==> src/rtl/exp2_sched_pkg.sv <==
// Shared types and FP32 constants for the exp2 round-robin scheduler.
`timescale 1ns/1ps
package exp2_sched_pkg;

  typedef enum logic [1:0] {
    ST_RUN,
    ST_DRAIN,
    ST_HALT
  } sched_state_e;

  localparam logic [31:0] FP_ONE  = 32'h3F80_0000;
  localparam logic [31:0] FP_INF  = 32'h7F80_0000;
  localparam logic [31:0] FP_ZERO = 32'h0000_0000;

endpackage

==> src/rtl/rr_arbiter.sv <==
// Combinational round-robin arbiter: grants the first requester at or after ptr_i.
`timescale 1ns/1ps
module rr_arbiter #(
  parameter int unsigned N = 4
) (
  input  logic [N-1:0]         req_i,
  input  logic [$clog2(N)-1:0] ptr_i,
  output logic [N-1:0]         gnt_o,
  output logic                 any_o
);

  localparam int unsigned PtrW = $clog2(N);

  // Scan cyclically from ptr_i; the first set request wins.
  always_comb begin
    int unsigned sum;
    logic [PtrW-1:0] idx;
    gnt_o = '0;
    any_o = 1'b0;
    for (int unsigned off = 0; off < N; off++) begin
      sum = 32'(ptr_i) + off;
      if (sum >= N) sum = sum - N;
      idx = PtrW'(sum);
      if (!any_o && req_i[idx]) begin
        gnt_o[idx] = 1'b1;
        any_o      = 1'b1;
      end
    end
  end

endmodule

==> src/rtl/exp2_rr_scheduler.sv <==
// Shares one pipelined 2^x FP32 unit among NUM_REQ requesters. Issues one operand per
// cycle in round-robin order, tags it, and routes the result back to its owner. The
// whole unit stalls while the result at its output is not accepted.
`timescale 1ns/1ps
module exp2_rr_scheduler
  import exp2_sched_pkg::*;
#(
  parameter int unsigned NUM_REQ    = 4,
  parameter int unsigned DATA_WIDTH = 32,
  parameter int unsigned PIPE_LAT   = 6
) (
  input  logic                          clk_i,
  input  logic                          rst_ni,
  input  logic [NUM_REQ-1:0]            req_valid_i,
  input  logic [NUM_REQ*DATA_WIDTH-1:0] req_data_i,
  output logic [NUM_REQ-1:0]            req_ready_o,
  output logic [NUM_REQ-1:0]            rsp_valid_o,
  output logic [DATA_WIDTH-1:0]         rsp_data_o,
  input  logic [NUM_REQ-1:0]            rsp_ready_i,
  input  logic                          drain_req_i,
  output logic                          drain_done_o,
  output logic [DATA_WIDTH-1:0]         u_operand_o,
  output logic                          u_vld_in_o,
  output logic                          u_en_o,
  input  logic [DATA_WIDTH-1:0]         u_result_i,
  input  logic                          u_vld_out_i
);

  localparam int unsigned ID_W  = $clog2(NUM_REQ);
  localparam int unsigned CNT_W = $clog2(PIPE_LAT + 1);

  logic [ID_W-1:0]    rr_ptr_q, rr_ptr_d;
  logic [ID_W-1:0]    tag_q [PIPE_LAT];
  logic [CNT_W-1:0]   inflight_q, inflight_d;
  sched_state_e       state_q, state_d;

  logic [NUM_REQ-1:0] gnt;
  logic               gnt_any;
  logic [ID_W-1:0]    gnt_idx;
  logic [ID_W-1:0]    tag_out;
  logic               issue;
  logic               retire;

  rr_arbiter #(
    .N (NUM_REQ)
  ) u_arb (
    .req_i (req_valid_i),
    .ptr_i (rr_ptr_q),
    .gnt_o (gnt),
    .any_o (gnt_any)
  );

  assign tag_out    = tag_q[PIPE_LAT-1];
  assign rsp_data_o = u_result_i;
  // Stall only when the unit presents a result its owner does not take.
  assign u_en_o     = !(u_vld_out_i && !rsp_ready_i[tag_out]);
  assign retire     = u_vld_out_i && rsp_ready_i[tag_out];
  // Drain request blocks issue already in the cycle it is first seen.
  assign issue      = (state_q == ST_RUN) && !drain_req_i && u_en_o && gnt_any;

  // One-hot grant to binary index.
  always_comb begin
    gnt_idx = '0;
    for (int unsigned i = 0; i < NUM_REQ; i++) begin
      if (gnt[i]) gnt_idx = ID_W'(i);
    end
  end

  // Issue handshake and operand mux.
  always_comb begin
    req_ready_o = issue ? gnt : '0;
    u_vld_in_o  = issue;
    u_operand_o = DATA_WIDTH'(FP_ZERO);
    for (int unsigned i = 0; i < NUM_REQ; i++) begin
      if (issue && gnt[i]) u_operand_o = req_data_i[i*DATA_WIDTH +: DATA_WIDTH];
    end
  end

  // Result routing to the tagged owner.
  always_comb begin
    rsp_valid_o = '0;
    for (int unsigned i = 0; i < NUM_REQ; i++) begin
      rsp_valid_o[i] = u_vld_out_i && (tag_out == ID_W'(i));
    end
  end

  // Next pointer, in-flight count and drain FSM.
  always_comb begin
    rr_ptr_d   = rr_ptr_q;
    inflight_d = inflight_q;
    state_d    = state_q;
    if (issue) begin
      rr_ptr_d = (gnt_idx == ID_W'(NUM_REQ - 1)) ? '0 : gnt_idx + ID_W'(1);
    end
    unique case ({issue, retire})
      2'b10:   inflight_d = inflight_q + CNT_W'(1);
      2'b01:   inflight_d = inflight_q - CNT_W'(1);
      default: inflight_d = inflight_q;
    endcase
    unique case (state_q)
      ST_RUN:   if (drain_req_i) state_d = ST_DRAIN;
      ST_DRAIN: begin
        if (!drain_req_i)            state_d = ST_RUN;
        else if (inflight_q == '0)   state_d = ST_HALT;
      end
      ST_HALT:  if (!drain_req_i) state_d = ST_RUN;
      default:  state_d = ST_RUN;
    endcase
  end

  // Done drops combinationally with drain_req so the resume cycle never reports done.
  assign drain_done_o = (state_q == ST_HALT) && drain_req_i;

  // Control state registers.
  always_ff @(posedge clk_i or negedge rst_ni) begin
    if (!rst_ni) begin
      rr_ptr_q   <= '0;
      inflight_q <= '0;
      state_q    <= ST_RUN;
    end else begin
      rr_ptr_q   <= rr_ptr_d;
      inflight_q <= inflight_d;
      state_q    <= state_d;
    end
  end

  // Tag pipe; advances only with the unit so tag_out lines up with u_vld_out_i.
  always_ff @(posedge clk_i or negedge rst_ni) begin
    if (!rst_ni) begin
      for (int unsigned i = 0; i < PIPE_LAT; i++) tag_q[i] <= '0;
    end else if (u_en_o) begin
      tag_q[0] <= gnt_idx;
      for (int unsigned i = 1; i < PIPE_LAT; i++) tag_q[i] <= tag_q[i-1];
    end
  end

`ifndef SYNTHESIS
  inflight_bound_a: assert property (@(posedge clk_i) disable iff (!rst_ni)
    inflight_q <= CNT_W'(PIPE_LAT));
`endif

endmodule

==> config.mk <==
export PLATFORM = sky130hd
export DESIGN_NAME = exp2_rr_scheduler
export DESIGN_NICKNAME = d
export VERILOG_FILES = /design/src/rtl/exp2_sched_pkg.sv /design/src/rtl/rr_arbiter.sv /design/src/rtl/exp2_rr_scheduler.sv
export SDC_FILE = /design/constraint.sdc
export NUM_CORES = 1
export LEC_CHECK = 0
export ABC_CLOCK_PERIOD_IN_PS = 5600
export CAP_MARGIN = 5
export CORE_AREA = 2 2 95 97
export CTS_CLUSTER_DIAMETER = 60
export CTS_CLUSTER_SIZE = 8
export DETAILED_ROUTE_END_ITERATION = 8
export DIE_AREA = 0 0 97 99
export PLACE_DENSITY = 0.86
export SYNTH_ARGS = -nofsm -noshare
export SYNTH_HDL_FRONTEND = slang
export SYNTH_HIERARCHICAL = 1
export SYNTH_SLANG_ARGS = --single-unit
export TNS_END_PERCENT = 50
==> constraint.sdc <==
create_clock -name clk_i -period 5.6 [get_ports clk_i]
set_clock_uncertainty 0.2 [all_clocks]
set_input_delay 0.84 -clock clk_i [delete_from_list [all_inputs] [get_ports clk_i]]
set_output_delay 0.84 -clock clk_i [all_outputs]
set_load 0.05 [all_outputs]
== Word-level counts from Yosys, hierarchy flattened ==
Cells that the tools add are included.
Storage, ports and cells
  bits in registers: 19
  input port bits: 172
  logic and storage cells: 123
Operators by class
  add/sub/neg operators: 10
  $lt $le $gt $ge: 13
  equal/unequal tests: 11
  muxes and demuxes: 45
  bitwise logic cells: 3
  reduce and logical (&&, ||, !) cells: 32
Operators by type and width (count)
  $mux W32: 4
  $mux W2: 11
  $logic_and A1 B1 Y1: 21
  $mux W4: 5
  $lt A2 B3 Y1 const B: 5
  $mux W1: 14
  $or A4 B4 Y4: 3
  $bmux W1 S2: 5
  $eq A2 B2 Y1 const B: 5
  $ge A3 B3 Y1 const B: 3
  $demux W1 S2: 4
  $ge A2 B1 Y1 const B: 4
  $sub A2 B1 Y2 const B: 4
  $add A2 B2 Y3 const B: 2
  $eq A2 B1 Y1 const B: 3
  $logic_not A1 Y1: 6
  $pmux W2 S3: 1
  $pmux W3 S2: 1
  $logic_not A2 Y1: 2
  $ne A2 B2 Y1 const B: 2
  $add A2 B1 Y3 const B: 1
  $add A3 B1 Y3 const B: 1
  $ge A2 B3 Y1 const B: 1
  $logic_not A3 Y1: 1
  5 further kinds: 5

== Longest topological paths before layout ==
  depth in word-level cells: 20
  depth in mapped cells: 14

== Cells and area by module ==
The synthesis kept the hierarchy.
Modules (own cells, without submodules)
  exp2_rr_scheduler: times used 1, cells each 305, area each 2481.1 µm², sequential area each 475.5 µm²
  rr_arbiter: times used 1, cells each 62, area each 508.0 µm², sequential area each 0.0 µm²

== Worst setup path after synthesis ==
No wires, ideal clock.
  path kind: in2out
  start point: input port req_valid_i[2]
  end point: output port u_operand_o[0]
  data arrival time: 3.556 ns
  data required time: 4.560 ns
  setup slack: 1.004 ns
  stages on the path: 10
  buffers on the path: 3
  cells stage by stage: buf_2 -> or3b_1 -> a2111oi_2 -> or3_4 -> o2bb2ai_1 -> clkbuf_1 -> clkbuf_1 -> a21o_1 -> o221ai_1 -> a21oi_1
Between the ends
  elaborated cells between the ends (all ways): 34
  those cells by class: 20 x mux; 3 x bitwise; 11 x reduce/logical
RTL lines
  from (decl): RTL line exp2_rr_scheduler.sv:14  | input logic [NUM_REQ-1:0] req_valid_i,
  $bmux W1 S2: RTL line rr_arbiter.sv:24  | if (!any_o && req_i[idx]) begin
  $mux W1 (not written as such): RTL line rr_arbiter.sv:24
  $mux W1: RTL line rr_arbiter.sv:24
  $logic_not A1 Y1: RTL line rr_arbiter.sv:24
  $logic_and A1 B1 Y1: RTL line rr_arbiter.sv:24
  $mux W1: RTL line rr_arbiter.sv:24
  $logic_not A1 Y1: RTL line rr_arbiter.sv:24
  $logic_and A1 B1 Y1: RTL line rr_arbiter.sv:24
  $mux W1: RTL line rr_arbiter.sv:24
  $logic_not A1 Y1: RTL line rr_arbiter.sv:24
  $logic_and A1 B1 Y1: RTL line rr_arbiter.sv:24
  $mux W4 *: RTL line rr_arbiter.sv:24
  named net gnt[1]: RTL line exp2_rr_scheduler.sv:37  | logic [NUM_REQ-1:0] gnt;
  $logic_and A1 B1 Y1 *: RTL line exp2_rr_scheduler.sv:75  | if (issue && gnt[i]) u_operand_o = req_data_i[i*DATA_WIDTH +: DATA_WIDTH];
  $mux W32 * (3 in series): RTL line exp2_rr_scheduler.sv:75
  to (decl): RTL line exp2_rr_scheduler.sv:22  | output logic [DATA_WIDTH-1:0] u_operand_o,
The timed path passes the listed nets; every way through them passes the cells marked *. The select of a mux whose other input is x is not followed.

== Worst setup path after layout ==
  start point: register rr_ptr_q[1]
  end point: output port req_ready_o[1]
Between the ends
  elaborated cells between the ends (all ways): 62
  those cells by class: 7 x add/sub; 12 x order compare; 29 x mux; 3 x bitwise; 11 x reduce/logical
RTL lines
  from (decl): RTL line exp2_rr_scheduler.sv:32  | logic [ID_W-1:0] rr_ptr_q, rr_ptr_d;
  from (signal assigned): RTL line exp2_rr_scheduler.sv:121  | rr_ptr_q <= rr_ptr_d;
  branches (longest 13 deep; another with $add A2 B1 Y3)
  $mux W4 *: RTL line rr_arbiter.sv:24
  named net gnt[1]: RTL line exp2_rr_scheduler.sv:37
  $mux W4 *: RTL line exp2_rr_scheduler.sv:71  | req_ready_o = issue ? gnt : '0;
  to (decl): RTL line exp2_rr_scheduler.sv:16  | output logic [NUM_REQ-1:0] req_ready_o,
Mark *: on every way through the listed nets, which the timed path passes. The select of a mux whose other input is x is not followed.

==> metrics.txt <==
setup repair after global routing missed its margin no; asr flop ratio synth 100%; FP Rows 34; P&R area growth vs syn 55.0%; share of total power in sequential cells 9.9%; launch instance of the worst register-to-register path rr_ptr_q[1]$_DFFE_PN0N_; Worst Slack Setup Final 534 ps; vias after detailed routing about 3.3k; post-detailed-route DRC marker count 0; biggest fanout along the worst timing path 34; sequential area share after synthesis 15.9%; #FFs+latches synth 19; kind of capture point of the worst setup path output port; required time of the worst setup path approximately 4600 ps; crit path launch type register; Antenna Diode Count 0; Synth Instances 367; Tcrit/Tclk final 90.5%; total detailed-routing wirelength 10.7 mm; setup slack, reg-to-reg 1630 ps; Max stage delay on crit path 820 ps; P_leak around 2.1 nW; antenna violations before repair 0; count of cells resized by post-cts repair 0; final-report max-slew violation count 0; vertical die dimension 99 µm; power density relative to cell area 595 nW/µm²; Hold Path Stages 1; total of buffers placed on input and output ports about 180; count of final hold-check violations 0; cell-internal power 1.25 mW; Yosys warning count 6; ratio of routed vias to standard cells 5.43; Routed Antenna Nets 0; number of hold buffers added after CTS 0; largest buffer count on any clock path 2; horizontal die dimension between 90 and 100 µm; GRT met3 Usage 8.79%; global-route layer with the greatest usage met2; Synthesized Nets around 550; post-synthesis cell type count 43; Pre-Repair DR Iteration Count 5; run status complete, no violations; kind of critical path reg2out; DPL Wire Length 8.65 mm; pin count of the biggest net entering global routing 35; capture point of the worst reg-to-reg path rr_ptr_q[1]$_DFFE_PN0N_; worst supply voltage drop on vdd 0.283 mV; number of enable-type register cells in the synthesized netlist 0; post-detailed-route wirelength per cell 17.8 µm; total number of H-tree levels 1; Rel. slew slack 44.3%; time the worst path needs with I/O delays and setup 5070 ps; via count of the first global-routing pass 3388; post-synthesis cell area 2990 µm²; Worst Reg2Reg Path Length in Cells 10; pin slew with the least headroom to its limit about 830 ps; Fmax 197 MHz; starting utilization of the core area 35.0%; met1 track utilization from global routing about 23%; type of the most critical hold path reg2reg; number of fillers in the final layout 741; Clock Power Share 3.4%; flip-flop cell with the highest count after synthesis dfrtp_1; post-placement worst setup slack 674 ps; sink of the worst hold path inflight_q[2]$_DFFE_PN0P_; setup violation total in the final timing report 0; grt ovf 0; total CTS buffers 3; Switching Fraction a little over half; commonest cells after routing, fill and taps aside clkdlybuf4s50_1 (148), buf_4 (40), nand2_1 (39); met2 usage a little over a third; Die Area 9600 µm²; clk slew on worst S/H paths 70 ps; weighted congestion at the end of routability-driven global placement a little under 1; core outline area approximately 8600 µm²; worst hold path startpoint inflight_q[2]$_DFFE_PN0P_; latest clock arrival within the worst-skew pair 250 ps; Avg Synthesized Cell Area 8.14 µm²; most prevalent standard cell on the critical path inv_1; NetSw 1.51 mW; Critical-path top delay cell clkdlybuf4s50_1; combinational share of power between 80% and 90%; number of DRC violations after detailed-routing iteration 0 between 150 and 200; boundary pin count 247; cell at the root of the clock tree clkbuf_8; global-route wire length before repair 16.4 mm; leading cell type in the layout, fill and taps excluded clkdlybuf4s50_1; max-capacitance violation count 0; total number of clock tree sinks 19; clock tree from TritonCTS yes; crit path DAT around 4000 ps; share of cells above drive strength 1 between 15 and 20%; cell-by-cell trace of the critical path inv_1 > ha_1 > mux2i_1 > mux2_2 > a211oi_1 > o2bb2ai_4 > inv_1 > nor2_1 > clkdlybuf4s50_1; final net count 677; number of buffers inserted to repair setup after CTS 0; GRT Total Usage about a fifth; final-layout setup total negative slack 0 ps
## worst max-delay path, delay by kind of cell, from the launching register on
family                   cells  cell delay [ps]
buffers and inverters        3             1110
adder cells (fa/ha/maj)      1              460
multiplexers                 2              730
AO/OA/AOI/OAI                2              720
AND/OR/NAND/NOR              1              140
flip-flops                   1              610
## final cells by class
type / instances / area [µm²] / share of cell area, %
clock buffers: 3 / 41.3 / 0.891
well taps: 108 / 135 / 2.92
multi-input cells: 267 / 2080 / 45.0
repair buffers: 191 / 1840 / 39.7
flip-flops and latches: 19 / 475 / 10.3
inverters: 14 / 52.6 / 1.13
clock inverters: 1 / 5.00 / 0.108
## sequential cells by signal (all words and copies together), names as in the netlist
register / cells
inflight_q: 3
tag_out: 2
state_q: 2
tag_q: 10
rr_ptr_q: 2
## layer usage
metal  share of wire [%]  wire length, µm
met2                  49             5280
met5                   0                0
met4                 2.0              214
met1                  38             4050
met3                  11             1200
## cell families (layout without fill, tap and decap cells)
kind of cell | count (synthesis) | count (layout) | synth area share [%]
fa+ha+maj | 9 | 9 | 4.02
xor+xnor | 3 | 3 | 0.879
flops | 19 | 19 | 15.9
buf+inv | 81 | 209 | 16.1
compound gates | 122 | 122 | 30.6
mux | 26 | 26 | 11.3
simple gates | 107 | 107 | 21.3
## cell usage after synthesis (4+ instances only)
library cell | count | area share [%]
o221ai_1 | 32 | 9.4
nand2_1 | 39 | 4.9
ha_1 | 8 | 3.3
o2bb2ai_1 | 4 | 1.2
o22ai_1 | 6 | 1.3
a21oi_1 | 34 | 5.7
and3b_1 | 32 | 9.4
a21o_1 | 32 | 8.0
dfrtp_1 | 19 | 16
buf_6 | 7 | 2.6
buf_4 | 32 | 8.0
clkbuf_1 | 25 | 3.1
o21ai_0 | 4 | 0.67
nor2_1 | 14 | 1.8
mux2_4 | 11 | 5.5
mux2i_1 | 7 | 2.3
inv_1 | 12 | 1.5
nand2b_1 | 8 | 1.7
mux2_2 | 5 | 1.9
a211oi_1 | 4 | 1.0
## stage by stage
step / power [mW] / instance area (µm²) / utilization [%] / std cells / hold WS, ps
after floorplan: 2.07 / 2990 / - / 367 / 243
after global placement: 2.61 / 4590 / 53.7 / 599 / 265
after detailed placement: 2.66 / 4590 / 53.7 / 599 / 263
after CTS: 2.77 / 4630 / 54.2 / 603 / 279
after global routing: 2.97 / 4630 / 54.2 / 603 / 295
final: 2.76 / 4630 / 54.2 / 603 / 276
## power groups by stage
stage	Sequential [mW]	Combinational [mW]	Clock, mW
after CTS	0.273	2.40	0.0954
after global routing	0.285	2.59	0.0997
after detailed placement	0.275	2.39	0
after global placement	0.268	2.34	0
final	0.273	2.39	0.0926
after floorplan	0.246	1.82	0
## worst max-delay path by stage
stage                            startpoint        endpoint  slack (ps)  depth (start not counted)
finish              rr_ptr_q[1]$_DFFE_PN0N_  req_ready_o[1]         530                          9
global route        rr_ptr_q[1]$_DFFE_PN0N_  req_ready_o[1]         270                          9
detailed placement           req_valid_i[3]  req_ready_o[1]         670                          8
floorplan                    req_valid_i[2]  u_operand_o[0]        1000                         10
global placement             req_valid_i[3]  req_ready_o[1]         710                          8
CTS                 rr_ptr_q[1]$_DFFE_PN0N_  req_ready_o[1]         510                          9
(Power assumes the default switching activity.)
